### config.mk
export PLATFORM = sky130hd
export DESIGN_NAME = branch_checkpoint_table
export DESIGN_NICKNAME = d
export VERILOG_FILES = /design/src/rtl/branch_checkpoint_table.sv
export SDC_FILE = /design/constraint.sdc
export NUM_CORES = 1
export LEC_CHECK = 0
export CORE_ASPECT_RATIO = 0.8
export CORE_MARGIN = 2
export CORE_UTILIZATION = 44
export DETAILED_ROUTE_END_ITERATION = 10
export PLACE_DENSITY = 0.83
export SLEW_MARGIN = 20
export SYNTH_ARGS = -nofsm -noshare
export SYNTH_HDL_FRONTEND = slang
export SYNTH_SLANG_ARGS = --single-unit
export TNS_END_PERCENT = 20
### constraint.sdc
create_clock -name clk -period 2.6 [get_ports clk]
set_input_delay 0.52 -clock clk [delete_from_list [all_inputs] [get_ports clk]]
set_output_delay 0.52 -clock clk [all_outputs]
set_load 0.01 [all_outputs]
### src/rtl/branch_checkpoint_table.sv
// Branch checkpoint table: records the ROB tag of each in-flight branch and, on a
// mispredict, restores the tag allocator and squashes younger checkpoints. Optional
// performance counters are enabled with BCT_PERF_EN.
module branch_checkpoint_table #(
    parameter int ROB_BITS   = 4,
    parameter int NUM_CKPT   = 4,
    parameter int BR_ID_BITS = 2
) (
    input  logic                  clk,
    input  logic                  rst,
    input  logic                  alloc_valid,
    output logic                  alloc_ready,
    input  logic [ROB_BITS-1:0]   alloc_rob_tag,
    output logic [BR_ID_BITS-1:0] alloc_br_id,
    input  logic                  resolve_valid,
    input  logic [BR_ID_BITS-1:0] resolve_br_id,
    input  logic                  resolve_mispredict,
    output logic                  restore_en,
    output logic [ROB_BITS-1:0]   restore_tag,
    output logic [NUM_CKPT-1:0]   flush_mask,
    output logic                  recovering,
    output logic [31:0]           perf_branches,
    output logic [31:0]           perf_mispredicts
);

    typedef enum logic {
        IDLE    = 1'b0,
        RECOVER = 1'b1
    } state_t;

    state_t                  state_q, state_d;
    logic [NUM_CKPT-1:0]     valid_q, valid_d;
    logic [ROB_BITS-1:0]     tag_q [NUM_CKPT];
    logic [BR_ID_BITS-1:0]   tail_q, tail_d;
    logic                    restore_en_q, restore_en_d;
    logic [ROB_BITS-1:0]     restore_tag_q, restore_tag_d;
    logic [NUM_CKPT-1:0]     flush_mask_q, flush_mask_d;

    logic                    alloc_fire;
    logic                    resolve_hit;
    logic                    mispredict_accept;
    logic                    correct_clear;
    logic [BR_ID_BITS-1:0]   tail_dist;
    logic [BR_ID_BITS-1:0]   slot_dist [NUM_CKPT];
    logic [NUM_CKPT-1:0]     squash_mask;

    assign alloc_ready = !valid_q[tail_q] && (state_q == IDLE)
                         && !(resolve_valid && resolve_mispredict);
    assign alloc_br_id = tail_q;
    assign alloc_fire  = alloc_valid && alloc_ready;

    assign resolve_hit       = resolve_valid && valid_q[resolve_br_id];
    assign mispredict_accept = resolve_hit && resolve_mispredict && (state_q == IDLE);
    assign correct_clear     = resolve_hit && !resolve_mispredict;

    // Slots from the mispredicted id up to tail-1 are younger. A zero distance with
    // a valid id only happens when the table is full, in which case every slot goes.
    assign tail_dist = tail_q - resolve_br_id;
    generate
        for (genvar gi = 0; gi < NUM_CKPT; gi++) begin : g_squash
            assign slot_dist[gi]   = BR_ID_BITS'(gi) - resolve_br_id;
            assign squash_mask[gi] = (tail_dist == '0) || (slot_dist[gi] < tail_dist);
        end
    endgenerate

    always_comb begin
        state_d       = state_q;
        valid_d       = valid_q;
        tail_d        = tail_q;
        restore_en_d  = 1'b0;
        restore_tag_d = restore_tag_q;
        flush_mask_d  = '0;
        case (state_q)
            IDLE: begin
                if (mispredict_accept) begin
                    valid_d       = valid_q & ~squash_mask;
                    tail_d        = resolve_br_id;
                    restore_en_d  = 1'b1;
                    restore_tag_d = tag_q[resolve_br_id] + ROB_BITS'(1);
                    flush_mask_d  = squash_mask;
                    state_d       = RECOVER;
                end else begin
                    if (alloc_fire) begin
                        valid_d[tail_q] = 1'b1;
                        tail_d          = tail_q + BR_ID_BITS'(1);
                    end
                    if (correct_clear) begin
                        valid_d[resolve_br_id] = 1'b0;
                    end
                end
            end
            RECOVER: begin
                if (correct_clear) begin
                    valid_d[resolve_br_id] = 1'b0;
                end
                state_d = IDLE;
            end
            default: state_d = IDLE;
        endcase
    end

    always_ff @(posedge clk) begin
        if (rst) begin
            state_q       <= IDLE;
            valid_q       <= '0;
            tail_q        <= '0;
            restore_en_q  <= 1'b0;
            restore_tag_q <= '0;
            flush_mask_q  <= '0;
        end else begin
            state_q       <= state_d;
            valid_q       <= valid_d;
            tail_q        <= tail_d;
            restore_en_q  <= restore_en_d;
            restore_tag_q <= restore_tag_d;
            flush_mask_q  <= flush_mask_d;
        end
    end

    // Tag storage is only read behind a valid bit, so it needs no reset.
    always_ff @(posedge clk) begin
        if (alloc_fire) begin
            tag_q[tail_q] <= alloc_rob_tag;
        end
    end

    assign restore_en  = restore_en_q;
    assign restore_tag = restore_tag_q;
    assign flush_mask  = flush_mask_q;
    assign recovering  = (state_q == RECOVER);

`ifdef BCT_PERF_EN
    logic [31:0] perf_branches_q;
    logic [31:0] perf_mispredicts_q;

    always_ff @(posedge clk) begin
        if (rst) begin
            perf_branches_q    <= '0;
            perf_mispredicts_q <= '0;
        end else begin
            if (alloc_fire) begin
                perf_branches_q <= perf_branches_q + 32'd1;
            end
            if (mispredict_accept) begin
                perf_mispredicts_q <= perf_mispredicts_q + 32'd1;
            end
        end
    end

    assign perf_branches    = perf_branches_q;
    assign perf_mispredicts = perf_mispredicts_q;
`else
    assign perf_branches    = '0;
    assign perf_mispredicts = '0;
`endif

endmodule

==> summary.txt, run 1 <==
Finish
  – Most common cell after layout, fill and taps aside: conb_1
  – Commonest cells after routing, fill and taps aside: conb_1 (64), clkdlybuf4s50_1 (23), ha_1 (17)
  – Nets: between 200 and 300
  – Layout area overhead: 11.0%
  – Area of the multi-input gates: roughly 1100 um2
  – Post-route core utilization: 50.0%
  – Share of layout cells above drive strength 1: ~17%
  – Register area: 781 um2
  – Diodes inserted: 0
  – Fill cells: 444

Detailed routing
  – Vias: 1423
  – Initial DRC Count: between 100 and 150
  – # DRC: 0
  – WL final: 4140 um
  – Drt wl/cell: between 10 and 15 um
  – ANT nets after route: 0
  – Via/cell ratio: 4.65
  – Pre-Repair DR Iteration Count: 4

Timing
  – Final period utilization: 94.3%
  – Final setup fails: 0
  – Minimum clock period: 2.45 ns
  – RSZ-0062 raised after global routing: false
  – Max Fclk: roughly 0.41 GHz
  – Worst slew pin tran: 0.575 ns
  – Worst Skew: between 0.006 and 0.007 ns
  – Slew headroom: just over 60%
  – Slew Viols, Final: 0
  – Setup TNS: 0 ns
  – Final Hold Fails: 0

Critical path
  – Crit Path Max Fanout: 6
  – CP Launch Type: flip-flop
  – Arrival @ worst endpoint: 1.93 ns
  – Reg-to-Reg Start: alloc_br_id[0]
  – R2r endpoint: valid_q[1]
  – Data required, critical path: 2.08 ns
  – Setup crit end kind: output port
  – WS Path Type: reg2out
  – Reg2Reg Setup Slack: roughly 0.31 ns
  – Reg2reg path depth: 8

Floorplanning
  – IO Count: 88
  – Initial Utilization: 45.0%
  – Die area: roughly 5600 um2
  – Cell Rows: 23
  – Die Wd: 83.3 um
  – Core area: a little under 5000 um2
  – Die height: just under 70 um

Power
  – Power share of the combinational group: 28.8%
  – Sw Ratio: 31.1%
  – Pwr Total: roughly 0.0014 W
  – Sw power: 0.000421 W
  – Leak pwr: 1.06 nW
  – Clock share of power: 29.0%
  – Cell internal pwr: 0.000931 W
  – Seq pwr share: 42.1%
  – PwrDens: 550 nW/um2
  – Worst vdd ir: ~0.24 mV

Clocking
  – H-tree levels: 2
  – Hold-fix buffers at CTS: 0
  – CTS tree: built
  – Clock Root Buffer: clkbuf_8
  – Clk sink count: 31
  – CTS Buf Count: 5
  – Clock Tree Buf Depth: 2
  – Setup bufs post-CTS: 0
  – Clock network latency to the later pin of the worst-skew pair: ~0.29 ns
  – CTS clk-pin slew, worst paths: 0.06 ns
  – Post_cts resized: 0

Yosys
  – Synth warn: 0
  – Cell count after synthesis: just over 200
  – Post-synth cell types: 39
  – Post-synth ARST share: 0%
  – Post-synth top flop: edfxtp_1
  – Post-synth EDFFs: 16
  – Synthesized area: 2210 um2
  – Synth Area per Inst: 10.9 um2
  – Register area share after synthesis: a little over a third
  – Register bit count reported by yosys: 31

Global route
  – Pin count of the biggest net entering global routing: 14
  – First-pass GRT wire length: 6170 um
  – Total Routing Usage GR: 14.6%
  – Initial antenna violation count: 0
  – Via count of the first global-routing pass: 1191
  – Total grt overflow: 0

Placement
  – Final HPWL DP: 3180 um
  – RD Place Congestion: 0.944
  – I/O Buffers: 23

Min path
  – HP Start: restore_tag[2]
  – Hold path endpoint: restore_tag[2]
  – HP Class: reg2reg
  – Hold Path Depth: 2

Outcome
  – Status: finished clean

Run
  – Number of max-cap violations: 0
## cells by family after synthesis
| kind of cell | count (synthesis) | synth area share (%) |
|---|---|---|
| buffers and inverters | 81 | 25.0 |
| AOI/OAI and AO/OA | 39 | 13.5 |
| DFF | 31 | 35.3 |
| and+or+nand+nor | 22 | 6.55 |
| adders and majority gates | 17 | 9.60 |
| muxes | 9 | 7.51 |
| xor gates and xnor gates | 4 | 2.43 |
| other | 1 | 0.169 |
## layer usage
metal  up-vias  global-route usage, %  share of wire, %
met2        78                   21.1                44
li1        675                      -                 -
met3         4                   5.62                11
met5         -                      0                 0
met1       666                   20.1                44
met4         0                   4.92              0.87
## synth_stat cells, drive strengths merged, types with 5 or more instances
| library cell | instances | area [um2] |
|---|---|---|
| dfxtp | 15 | 300 |
| inv | 10 | 37.5 |
| edfxtp | 16 | 480 |
| o21ai | 5 | 25.0 |
| buf | 68 | 504 |
| nor2 | 6 | 22.5 |
| nand2 | 6 | 25.0 |
| mux4 | 6 | 135 |
| a31oi | 6 | 37.5 |
| ha | 17 | 213 |
## sequential cells by signal, indices dropped and copies added (netlist names)
register     cells
flush_mask       4
tag_q           16
alloc_br_id      2
restore_tag      4
valid_q          4
recovering       1
## worst max-delay path by stage
stage                        endpoint              from
after floorplan            valid_q[3]    alloc_br_id[0]
after detailed placement   valid_q[1]  resolve_br_id[0]
after CTS                 alloc_ready    alloc_br_id[1]
after global placement     valid_q[1]  resolve_br_id[0]
after global routing      alloc_ready        valid_q[0]
final                     alloc_ready        valid_q[0]
## power groups by stage
stage          sequential [W]  clock (W)  combinational, W
6_report             0.000569   0.000392          0.000390
5_1_grt              0.000572   0.000421          0.000427
4_1_cts              0.000568   0.000393          0.000387
3_5_place_dp         0.000578          0          0.000381
3_3_place_gp         0.000576          0          0.000370
2_1_floorplan        0.000580          0          0.000316
## cell type report
cell class	instances	share of cell area [%]
clock buffers	7	3.51
clock inverters	1	0.204
well taps	62	3.16
repair buffers	39	14.2
flip-flops and latches	31	31.8
inverters	11	1.68
multi-input cells	155	45.4
## worst max-delay path, cell delays in order, from the launching register on
cell and delay (ns):
dfxtp_1 0.38, mux4_2 0.58, nor2_1 0.14, clkdlybuf4s50_1 0.54
## through the flow
stage	cell area (um2)	instances	setup slack [ns]	hold slack [ns]
after global placement	2370	298	0.00851	0.483
after floorplan	2450	267	0.454	0.534
after global routing	2460	306	0.0758	0.516
final	2460	306	0.147	0.504
after CTS	2460	306	0.151	0.510
after detailed placement	2370	298	-0.0543	0.490
Note: power is estimated with default switching activity, not from simulation.
==> inputs of run 2 (changes only) <==
--- a/config.mk
+++ b/config.mk
@@ -6,7 +6,7 @@
 export NUM_CORES = 1
 export LEC_CHECK = 0
 export CORE_ASPECT_RATIO = 0.8
-export CORE_MARGIN = 2
+export CORE_MARGIN = 1.5
 export CORE_UTILIZATION = 44
 export DETAILED_ROUTE_END_ITERATION = 10
 export PLACE_DENSITY = 0.83
==> run 2 against run 1 <==
Effect of this change:
- clock skew barely moved
- via count rose by 1.1%
- sequential power rose by 0.7%
- non-clock buffer count decreased by 1
- flip-flop and latch count unchanged
- cell area up 0.25%
- fmax down 3.1%
- power grew 4.2%
- critical path depth unchanged
- combinational power down 5%
- routed wire length fell by 2.9%
- largest power group unchanged
- highest routed layer unchanged
==> summary.txt, run 2 (synthesis results as in run 1) <==
Critical path
  – Data required, critical path: 2.08 ns (about the same)
  – CP Launch Type: flip-flop
  – Setup crit end kind: output port
  – Crit Path Max Fanout: 9 (+3)
  – Buf/Inv on CP: 1 (unchanged)
  – Arrival @ worst endpoint: 2.01 ns (+0.08 ns)
  – CP peak stage delay: 0.57 ns (about the same)
  – Slowest CP cell: dfxtp_1
  – CP cell instances: mux4_2, nor2_1, clkdlybuf4s50_1
  – WS Path Type: reg2out
  – Largest delay contributor family on the critical path: flip-flops

Timing
  – Hold WS: 0.519 ns (+0.0147 ns)
  – Max Fclk: 0.395 GHz (-3.1%)
  – RSZ-0062 raised after global routing: false
  – Worst Skew: 0.00632 ns (-0.000135 ns)
  – Minimum clock period: 2.53 ns (+0.0791 ns)
  – Final setup fails: 0 (unchanged)
  – Setup TNS: 0 ns (unchanged)
  – Final period utilization: 97.4% (+3.0 points)
  – Worst slew pin tran: 0.543 ns (-0.0320 ns)
  – Slew headroom: 63.8% (+2.2 points)
  – Final Hold Fails: 0 (unchanged)
  – Slew Viols, Final: 0 (unchanged)

Clocking
  – Clock Root Buffer: clkbuf_8
  – Clk sink count: 31 (unchanged)
  – Clock network latency to the later pin of the worst-skew pair: 0.28 ns (about the same)
  – H-tree levels: 2 (unchanged)
  – Hold-fix buffers at CTS: 0 (unchanged)
  – CTS tree: built
  – CTS clk-pin slew, worst paths: 0.06 ns (about the same)
  – Clock Tree Buf Depth: 2 (unchanged)
  – Setup bufs post-CTS: 0 (unchanged)
  – Post_cts resized: 0 (unchanged)
  – CTS Buf Count: 5 (unchanged)

Run
  – Number of max-cap violations: 0 (unchanged)

Global route
  – Total Routing Usage GR: 15.7% (+1.1 points)
  – Pin count of the biggest net entering global routing: 14 (unchanged)
  – Via count of the first global-routing pass: 1223 (+2.7%)
  – Total grt overflow: 0 (unchanged)
  – First-pass GRT wire length: 6220 um (+0.78%)
  – Initial antenna violation count: 0 (unchanged)

Floorplanning
  – Initial Utilization: 47.0% (+2.0 points)
  – IO Count: 88 (unchanged)
  – Core area: 4710 um2 (-4.3%)
  – Die height: 66.5 um (-1.5%)
  – Die Wd: 82.3 um (-1.2%)
  – Cell Rows: 22 (-4.3%)
  – Die area: 5470 um2 (-2.7%)

Power
  – Leak pwr: 1.06 nW (+0.16%)
  – Worst vdd ir: 0.213 mV (-11%)
  – PwrDens: 571 nW/um2 (+4.0%)

Finish
  – Diodes inserted: 0 (unchanged)
  – Most common cell after layout, fill and taps aside: conb_1
  – Share of layout cells above drive strength 1: 16.9% (-0.34 points)
  – Most flop-heavy register: tag_q
  – Max FFs per register: 16 (unchanged)
  – Nets: 270 (-0.37%)
  – Fill cells: 425 (-4.3%)
  – Layout area overhead: 11.3%
  – Commonest cells after routing, fill and taps aside: conb_1 (64), clkdlybuf4s50_1 (23), ha_1 (17)

Placement
  – Final HPWL DP: 3140 um (-1.1%)
  – I/O Buffers: 23 (unchanged)
  – RD Place Congestion: 0.901 (-4.5%)

Detailed routing
  – Drt wl/cell: 13.3 um (-1.9%)
  – Pre-Repair DR Iteration Count: 4 (unchanged)
  – Initial DRC Count: 152 (+7.8%)
  – Vias: 1439 (+1.1%)
  – WL final: 4020 um (-2.9%)
  – # DRC: 0 (unchanged)
  – Via/cell ratio: 4.75 (+2.1%)
  – ANT nets after route: 0 (unchanged)

Outcome
  – Status: finished clean

Min path
  – HP Class: reg2reg
-- run 2: cell types whose count changed in the layout (fill, tap and decap cells not counted), sizes merged --
cell    change
clkbuf      -2
clkinv      +1
bufinv      +1
buf         -1
-- run 2: worst paths after layout --
path / startpoint / depth (start not counted) / slack (ns) / to
hold reg to reg: restore_tag[1] / 2 / 0.52 / restore_tag[1]
setup reg to reg: alloc_br_id[0] / 8 / 0.27 / valid_q[3]
hold / removal: restore_tag[1] / 2 / 0.52 / restore_tag[1]
setup / recovery: alloc_br_id[0] / 3 / 0.07 / alloc_ready
-- run 2: stage by stage --
stage | cells | power (W) | instance area (um2) | util (%) | setup WS, ns
global placement | 295 | 0.000939 | 2360 | 50.1 | 0.0397
detailed placement | 295 | 0.000950 | 2360 | 50.1 | -0.0179
finish | 303 | 0.00141 | 2460 | 52.4 | 0.0679
global route | 303 | 0.00148 | 2460 | 52.4 | 0.00784
floorplan | 267 | 0.000896 | 2450 | - | 0.454
CTS | 303 | 0.00141 | 2460 | 52.4 | 0.0551
-- run 2: routing by layer --
metal,vias to the layer above,global-route usage (%),share of wire (%)
met5,-,0,0
met4,0,6.14,0.85
met3,6,4.66,11
met2,87,22.0,46
met1,675,22.5,41
li1,671,-,-
-- run 2: cell type report --
type	count	area, um2	area share [%]
clock buffers	5	68.8	2.79
clock inverters	3	38.8	1.57
inverters	11	41.3	1.68
multi-input cells	155	1120	45.3
flip-flops and latches	31	781	31.7
well taps	60	75.1	3.05
repair buffers	38	343	13.9
-- run 2: power breakdown --
| part | internal (W) | total [W] | switching (W) |
|---|---|---|---|
| clock | 0.000280 | 0.000464 | 0.000183 |
| sequential | 0.000546 | 0.000573 | 0.0000273 |
| combinational | 0.000165 | 0.000372 | 0.000207 |
-- run 2: tightest hold or removal path, stage by stage, from the launching register on --
cell	delay [ns]
dfxtp_1	0.33
mux2i_1	0.07
nor2_1	0.08
==> edit, RTL diff (config.mk and constraints of run 1) <==
Add a define of `BCT_PERF_EN`.
--- a/src/rtl/branch_checkpoint_table.sv
+++ b/src/rtl/branch_checkpoint_table.sv
@@ -2,4 +2,6 @@
 // mispredict, restores the tag allocator and squashes younger checkpoints. Optional
 // performance counters are enabled with BCT_PERF_EN.
+`define BCT_PERF_EN
+
 module branch_checkpoint_table #(
     parameter int ROB_BITS   = 4,
Check against the original RTL: not equivalent (Yosys sat finds a counterexample within 4 cycles, from zero or initial values and one cycle with rst high).
==> edit against run 1 <==
Sequential cell count rose by 64; design area grew 150%; wire length rose to 2.8 times the old value; synthesized cell count increased by 140%; total power rose by 140%; core utilization is 9.2 points higher; worst setup slack got worse by 0.040 ns; synthesized area is 110% higher; global-route usage rose by 6.0 points; clock skew fell by 0.00061 ns; sequential power increased to 2.7 times the old value; largest power group unchanged; highest routed layer unchanged.
==> edit: results (changes against run 1) <==
| Metric | Value |
|---|---|
| Nets@finish | `609 (+120%)` |
| Setup WS post-layout | `0.107 ns (-0.0402 ns)` |
| Final GP Congestion | `0.896 (-5.1%)` |
| Area contributors post-synth | `dfxtp_1 (34%), edfxtp_1 (10%), xnor2_1 (6.6%)` |
| CTS root buf | `clkbuf_16` |
| Reg2reg setup slack | `0.26 ns (-0.05 ns)` |
| Library cells used by synthesis | `43 (+10%)` |
| Total track usage | `20.6% (+6.0 points)` |
| Dpl hpwl | `8.31 mm (+160%)` |
| Comb pwr | `367 uW (-5.9%)` |
| Global-route wire length before repair | `18.6 mm (+200%)` |
| R2R cell count | `7 (-1)` |
| Status | `complete, no violations` |
| P_seq | `1540 uW (+170%)` |
| H-tree Lvls | `3 (+1)` |
| Leakage Power | `0.00208 uW (+96%)` |
| Met1 Usage GRT | `26.4% (+6.3 points)` |
| CTS buffer count | `9 (+4)` |
| Clock latency on the worst-skew pair | `0.35 ns (+0.06 ns)` |
| Inverters | `14 (+3)` |
| Multi-input gate share of total cell area | `39.6% (-5.8 points)` |
| IO Port Bufs | `87 (+280%)` |
| Largest net degree at the start of global routing | `45 (+31)` |
| Buffers inserted during post-CTS setup optimization | `1 (+1)` |
| Met1 WL | `5.11 mm (+180%)` |
| Switching share of power | `24.9% (-6.2 points)` |
| M2 GR Usage | `34.1% (+13 points)` |
| Seq pwr share | `48.2% (+6.1 points)` |
| Wire per inst | `15.9 um (+18%)` |
| Synth cell count leaders | `dfxtp_1 (79), nor2_1 (66), xnor2_1 (35)` |
| Layout cells sized above 1 | `10.6% (-6.6 points)` |
| Clock-cell share | `4.84% (+1.1 points)` |
| Clkbuf count | `10 (+3)` |
| Critical Path AT | `1.97 ns (+0.04 ns)` |
| Crit path launch | `resolve_mispredict` |
| DP Area | `5750 um2 (+140%)` |
| Post-synthesis sequential area ratio | `44.6% (+9.3 points)` |
| Final Util | `59.1% (+9.2 points)` |
| Fillers | `864 (+95%)` |
| Placed insts | `707 (+140%)` |
| Slowest cell on the critical path | `clkdlybuf4s50_1` |
| NonClk Buf Share | `17.7% (+3.5 points)` |
| Number of DRC markers in iteration 0 | `388 (+180%)` |
| Slowest stage delay, CP | `0.55 ns (-0.03 ns)` |
| Clk_skew | `0.00584 ns (-0.000610 ns)` |
| Vias/cell | `5.55 (+19%)` |
| Worst r2r dst | `perf_branches[15]$_SDFFE_PP0N_` |
| Pre-CTS setup slack | `-0.0867 ns (-0.0324 ns)` |
| Met2 wire length | `5.42 mm (+200%)` |
| GR Util met3 | `5.04% (-0.59 points)` |
| CP max FO | `4 (-2)` |
edit: kinds of logic after synthesis:
logic type / Yosys count / synth area share [%]
simple gates: 219 / 26.4
flops: 95 / 44.6
xor+xnor: 59 / 11.5
compound gates: 41 / 5.46
buf+inv: 40 / 3.60
fa+ha+maj: 19 / 5.14
mux: 8 / 3.35
edit: how the worst min path moves through the flow:
stage	end	slack, ns	start
final	restore_tag[1]$_SDFFE_PP0P_	0.47	restore_tag[1]$_SDFFE_PP0P_
after global routing	restore_tag[1]$_SDFFE_PP0P_	0.51	restore_tag[1]$_SDFFE_PP0P_
after CTS	restore_tag[1]$_SDFFE_PP0P_	0.48	restore_tag[1]$_SDFFE_PP0P_
after detailed placement	restore_tag[1]$_SDFFE_PP0P_	0.47	restore_tag[1]$_SDFFE_PP0P_
after global placement	restore_tag[1]$_SDFFE_PP0P_	0.45	restore_tag[1]$_SDFFE_PP0P_
after floorplan	restore_tag[1]$_SDFFE_PP0P_	0.48	restore_tag[1]$_SDFFE_PP0P_
